$ cat config.mk
export PLATFORM = sky130hd
export DESIGN_NAME = if_fetch_ctrl
export DESIGN_NICKNAME = d
export VERILOG_FILES = /design/src/rtl/if_fetch_ctrl.sv
export SDC_FILE = /design/constraint.sdc
export NUM_CORES = 1
export LEC_CHECK = 0
export BUFFER_PORTS_ARGS = -buffer_cell sky130_fd_sc_hd__clkbuf_2
export CORE_ASPECT_RATIO = 1.75
export CORE_MARGIN = 1
export CORE_UTILIZATION = 50
export DETAILED_ROUTE_END_ITERATION = 16
export PLACE_DENSITY = 0.76
export SLEW_MARGIN = 0
export SYNTH_ARGS = -nofsm -noshare
export SYNTH_HDL_FRONTEND = slang
export SYNTH_SLANG_ARGS = --single-unit
$ cat constraint.sdc
create_clock -name clk_i -period 4.2 [get_ports clk_i]
set_input_delay 0.84 -clock clk_i [delete_from_list [all_inputs] [get_ports clk_i]]
set_output_delay 0.84 -clock clk_i [all_outputs]
set_load 0.02 [all_outputs]
$ cat src/rtl/if_fetch_ctrl.sv
// Purpose: fetch-stage sequencer; owns the PC, reads a combinational imem, buffers {pc, instr} for decode.
// Latency: one cycle from fetch to id_valid_o; two cycles from a redirect pulse to the first new id_valid_o.
// Backpressure: id_ready_i low fills the FIFO, then fetch stalls with imem_addr_o held at pc_q.
//
// Ports:
//   clk_i, rst_ni          clock and async active-low reset
//   imem_addr_o/imem_rd_i  byte address to instruction memory, returned word (same cycle)
//   imem_rst_o             memory reset strobe, high while the sequencer is initialising
//   redirect_valid_i/_pc_i taken branch/jump target from EX (one-cycle pulse)
//   id_valid_o/id_ready_i  valid/ready handshake toward decode; id_pc_o/id_instr_o carry the head
//   fault_o                sticky illegal-redirect flag, cleared by a legal redirect
module if_fetch_ctrl #(
  parameter logic [31:0] RESET_PC   = 32'h0000_0000,
  parameter int unsigned IMEM_WORDS = 1024,
  parameter int unsigned BUF_DEPTH  = 2
) (
  input  logic        clk_i,
  input  logic        rst_ni,
  output logic [31:0] imem_addr_o,
  input  logic [31:0] imem_rd_i,
  output logic        imem_rst_o,
  input  logic        redirect_valid_i,
  input  logic [31:0] redirect_pc_i,
  output logic        id_valid_o,
  input  logic        id_ready_i,
  output logic [31:0] id_pc_o,
  output logic [31:0] id_instr_o,
  output logic        fault_o
);

  localparam int unsigned PW = $clog2(BUF_DEPTH);
  localparam int unsigned CW = PW + 1;
  localparam logic [CW-1:0] DEPTH_C   = CW'(BUF_DEPTH);
  localparam logic [31:0]   WORDS_C   = 32'(IMEM_WORDS);
  localparam logic [31:0]   LAST_WORD = 32'(IMEM_WORDS - 1);

  typedef enum logic [1:0] {S_INIT, S_RUN, S_FAULT} state_e;

  state_e        state_q, state_d;
  logic [31:0]   pc_q, pc_d;
  logic [CW-1:0] count_q, count_d;
  logic [PW-1:0] rd_ptr_q, rd_ptr_d, wr_ptr_q, wr_ptr_d;
  logic          fault_q, fault_d;
  logic [31:0]   last_pc_q, last_instr_q;
  logic [31:0]   pc_mem_q    [BUF_DEPTH];
  logic [31:0]   instr_mem_q [BUF_DEPTH];

  logic          deq, enq, redir, redir_legal;
  logic [31:0]   pc_next;

  assign id_valid_o  = (state_q == S_RUN) && (count_q != '0);
  assign deq         = id_valid_o && id_ready_i;
  assign redir       = redirect_valid_i && (state_q != S_INIT);
  assign redir_legal = (redirect_pc_i[1:0] == 2'b00) && ({2'b00, redirect_pc_i[31:2]} < WORDS_C);
  // A full FIFO may still accept when the head leaves in the same cycle.
  assign enq         = (state_q == S_RUN) && !redir && ((count_q < DEPTH_C) || deq);
  // Word index wraps modulo the memory depth rather than running off the end.
  assign pc_next     = ({2'b00, pc_q[31:2]} == LAST_WORD) ? 32'h0 : pc_q + 32'd4;

  assign imem_addr_o = pc_q;
  assign imem_rst_o  = (state_q == S_INIT);
  assign fault_o     = fault_q;
  // With nothing to present, the last shown pair stays on the bus instead of stale slot data.
  assign id_pc_o     = id_valid_o ? pc_mem_q[rd_ptr_q]    : last_pc_q;
  assign id_instr_o  = id_valid_o ? instr_mem_q[rd_ptr_q] : last_instr_q;

  always_comb begin
    state_d  = state_q;
    pc_d     = pc_q;
    count_d  = count_q;
    rd_ptr_d = rd_ptr_q;
    wr_ptr_d = wr_ptr_q;
    fault_d  = fault_q;
    case (state_q)
      S_INIT: state_d = S_RUN;
      S_RUN, S_FAULT: begin
        if (redir) begin
          // Any handshake this cycle still completes; everything behind it is dropped.
          count_d  = '0;
          rd_ptr_d = '0;
          wr_ptr_d = '0;
          if (redir_legal) begin
            pc_d    = redirect_pc_i;
            state_d = S_RUN;
            fault_d = 1'b0;
          end else begin
            state_d = S_FAULT;
            fault_d = 1'b1;
          end
        end else begin
          if (enq) begin
            pc_d     = pc_next;
            wr_ptr_d = wr_ptr_q + PW'(1);
          end
          if (deq) begin
            rd_ptr_d = rd_ptr_q + PW'(1);
          end
          case ({enq, deq})
            2'b10:   count_d = count_q + CW'(1);
            2'b01:   count_d = count_q - CW'(1);
            default: count_d = count_q;
          endcase
        end
      end
      default: state_d = S_INIT;
    endcase
  end

  always_ff @(posedge clk_i or negedge rst_ni) begin
    if (!rst_ni) begin
      state_q      <= S_INIT;
      pc_q         <= RESET_PC;
      count_q      <= '0;
      rd_ptr_q     <= '0;
      wr_ptr_q     <= '0;
      fault_q      <= 1'b0;
      last_pc_q    <= 32'h0;
      last_instr_q <= 32'h0;
    end else begin
      state_q  <= state_d;
      pc_q     <= pc_d;
      count_q  <= count_d;
      rd_ptr_q <= rd_ptr_d;
      wr_ptr_q <= wr_ptr_d;
      fault_q  <= fault_d;
      if (id_valid_o) begin
        last_pc_q    <= pc_mem_q[rd_ptr_q];
        last_instr_q <= instr_mem_q[rd_ptr_q];
      end
    end
  end

  // Storage needs no reset: it is only visible through id_valid_o.
  always_ff @(posedge clk_i) begin
    if (enq) begin
      pc_mem_q[wr_ptr_q]    <= pc_q;
      instr_mem_q[wr_ptr_q] <= imem_rd_i;
    end
  end

endmodule

==> results_dict.tcl <==
set metrics [dict create \
    numCtsBuffers 21 \
    clock_tree.root_cell "clkbuf_16" \
    total_of_hold_buffers_inserted_after_clock_tree_synthesis 0 \
    post_synthesis_mux_area_share_pct 7.35 \
    timing.rr.start "state_q[0]" \
    ant_nets_after_route 0 \
    detailed_place.area_um2 10100 \
    first_global_vias 5980 \
    drv.max_cap_violation_count 0 \
    finalWeightedCongestion 0.884 \
    remaining_drc_errors 0 \
    layout-drive-gt1-share_pct 26.2 \
    report.final.slew_viol_count 0 \
    flow.area_growth_from_synthesis_pct 19.8 \
    clkSlewWorstSetupHoldPaths_ns 0.07 \
    fmax_mhz 321 \
    critical-path-slowest-cell "dfrtp_4" \
    crit_buf_inv 2 \
    syn_nets 734 \
    grt_start_max_net_pins 129 \
    worst-path-max-fanout 44 \
    vias 5857 \
    depth_of_the_cts_h_tree 1 \
    synthAdderAreaFrac_pct 0.557 \
    antenna_found_initial 0 \
    number_of_core_rows 64 \
    core_um2 17500 \
    wire_length_of_the_first_global_routing_pass_um 30100 \
    outcome "complete, no violations" \
    clock_sink_count 231 \
    timing_worst_slew_pin_value_ns 0.966 \
    synth_simple_gate_area_share_pct 9.10 \
    design.die.area_um2 18500 \
    main_combinational_cell_family_by_area_after_synthesis "simple AND/OR/NAND/NOR gates" \
    synth-compound-area-share_pct 8.46 \
    critical_path.endpoint_type "output pin" \
    gr-usage-all-layers_pct 21.3 \
    yosys_register_bits 231 \
    r2r.worst_path.cells 9 \
    fin_tns_setup_ns 0 \
    critPathArrivalTime_ns 2.27 \
    synth_cell_type_count 44 \
    start_kind "register" \
    finalSetupViolations 0 \
    synth_flop_cell "edfxtp_1" \
    setup.reg_to_reg.worst_slack_ns 1.26 \
    clock_path_buffers 3 \
    die_width_um 103 \
    tritoncts "built" \
    cts_setup_buffers 0 \
    routed_wl_um 19600 \
    first_iter_violations 230 \
    avgSynthCellArea_um2 13.6 \
    yosysWarningCount 0 \
    instance_count_of_the_mapped_netlist 662 \
    num_io_pins 167 \
    worst_slew_margin_rel_pct 35.6 \
    cts_resized 0 \
    port_buffers 166 \
    antenna_cells_inserted 0 \
    sum_of_net_half_perimeters_after_detailed_placement_um 13000 \
    synth-async-reset-ratio_pct 44.6 \
    mostFrequentLayoutCell "clkbuf_2" \
    design.final.nets 899 \
    clock-skew-final_ns 0.0133 \
    netlist_area_um2 8990 \
    critical_path_class "register to output pin" \
    clock_latency_ns 0.49 \
    timing.critical_path.required_ns 3.36 \
    critPathMaxStageDelay_ns 0.70 \
    yosysSeqAreaShare_pct 71.4 \
    die_h_um 179 \
    grt.overflow.total 0 \
    summed_area_of_non_filler_cells_in_the_final_layout_um2 10800 \
    avgRoutedWirePerCell_um 18.3 \
    p_leak_nw 4.42 \
    effective_utilization_at_floorplan_pct 51.3 \
    min_clock_period_post_route_ns 3.11 \
    crit_path_start "rd_ptr_q" \
    power_per_cell_area_nw_per_um2 713 \
    mostFrequentLayoutCells "clkbuf_2, edfxtp_1, dfrtp_1, nand2_1, o21ai_0" \
    synth_xor_xnor_area_share_pct 1.36 \
    critical_path.top_delay_family "flip-flops" \
    max-vdd-ir-drop_mv 0.797 \
    vias_per_cell 5.47 \
    synth-edff-count 128 \
    worst_r2r_endpoint "imem_addr_o[16]" \
    holdCritPathClass "input port to async pin" \
    detail_route.first_pass.iterations 5 \
    final_cycle_utilization_of_the_critical_path_pct 74.1 \
    layout.core_utilization_pct 61.4 \
    grt_setup_unrepaired "false" \
    crit_chain "buf_12 > mux2i_1 > o21ai_0 > clkbuf_2" \
    report.final.hold_viol_count 0 \
]
## sequential cells by signal, summed over array words and instances (netlist names)
register / flops
state_q: 2
imem_addr_o: 32
fault_o: 1
count_q: 2
rd_ptr_q: 1
instr_mem_q: 64
wr_ptr_q: 1
pc_mem_q: 64
last_pc_q: 32
last_instr_q: 32
## metal layers
layer	GRT usage (%)	share of wire, %	routed length, um
met5	0	0	0
met4	8.17	2.8	544
met3	2.68	4.6	903
met2	40.1	55	10800
met1	23.5	37	7350
## through the flow
stage	setup WS, ns	hold WS, ns	std cells	total power, mW
2_1_floorplan	0.593	0.465	662	4.97
3_3_place_gp	1.12	0.471	1035	5.83
3_5_place_dp	0.996	0.482	1035	5.92
4_1_cts	1.09	0.497	1071	7.78
5_1_grt	0.849	0.512	1071	8.13
6_report	1.09	0.481	1071	7.68
## where the power goes
| part | leakage [nW] | switching (mW) | internal, mW |
|---|---|---|---|
| combinational | 1.59 | 1.73 | 0.725 |
| clock | 0.312 | 0.832 | 1.01 |
| sequential | 2.51 | 0.263 | 3.12 |
## cells by family (layout without fill, tap and decap cells)
logic type               after synthesis  in the layout
multiplexers                          66             66
buffers and inverters                 39            217
flip-flops                           231            231
AND/OR/NAND/NOR                      178            178
XOR/XNOR                              14             14
AO/OA/AOI/OAI                        130            130
adder cells (fa/ha/maj)                4              4
## layout make-up
cell class,count,area (um^2)
Timing Repair Buffer,175,938
Tap cell,231,289
Clock buffer,24,547
Sequential cell,231,6420
Fill cell,1383,6760
Inverter,6,22.5
Multi-Input combinational cell,392,2440
Clock inverter,12,113
## worst max path at each step
stage	endpoint	slack, ns	cells past startpoint
finish	id_instr_o[31]	1.09	4
floorplan	instr_mem_q[0][0]	0.59	4
CTS	id_instr_o[11]	1.09	4
global placement	imem_addr_o[16]	1.12	8
global route	id_instr_o[11]	0.85	7
detailed placement	imem_addr_o[16]	1.0	8
## synthesized netlist by cell type (3+ instances only)
master / number / area [um^2]
xor2_1: 3 / 26.3
a21oi_1: 17 / 85.1
dfrtp_1: 103 / 2580
a31oi_1: 7 / 43.8
clkbuf_1: 22 / 82.6
buf_1: 6 / 22.5
nand3_1: 18 / 90.1
nand2b_1: 3 / 18.8
inv_1: 6 / 22.5
nor2_1: 19 / 71.3
xnor2_1: 11 / 96.3
mux2i_1: 66 / 661
nand2_1: 97 / 364
a41oi_1: 3 / 26.3
nand4_1: 3 / 18.8
nor2b_1: 4 / 25.0
edfxtp_1: 128 / 3840
a211oi_1: 4 / 30.0
ha_1: 4 / 50.1
o21ai_0: 83 / 415
and3_1: 11 / 68.8
nor4_1: 11 / 68.8
(Power assumes the default switching activity.)
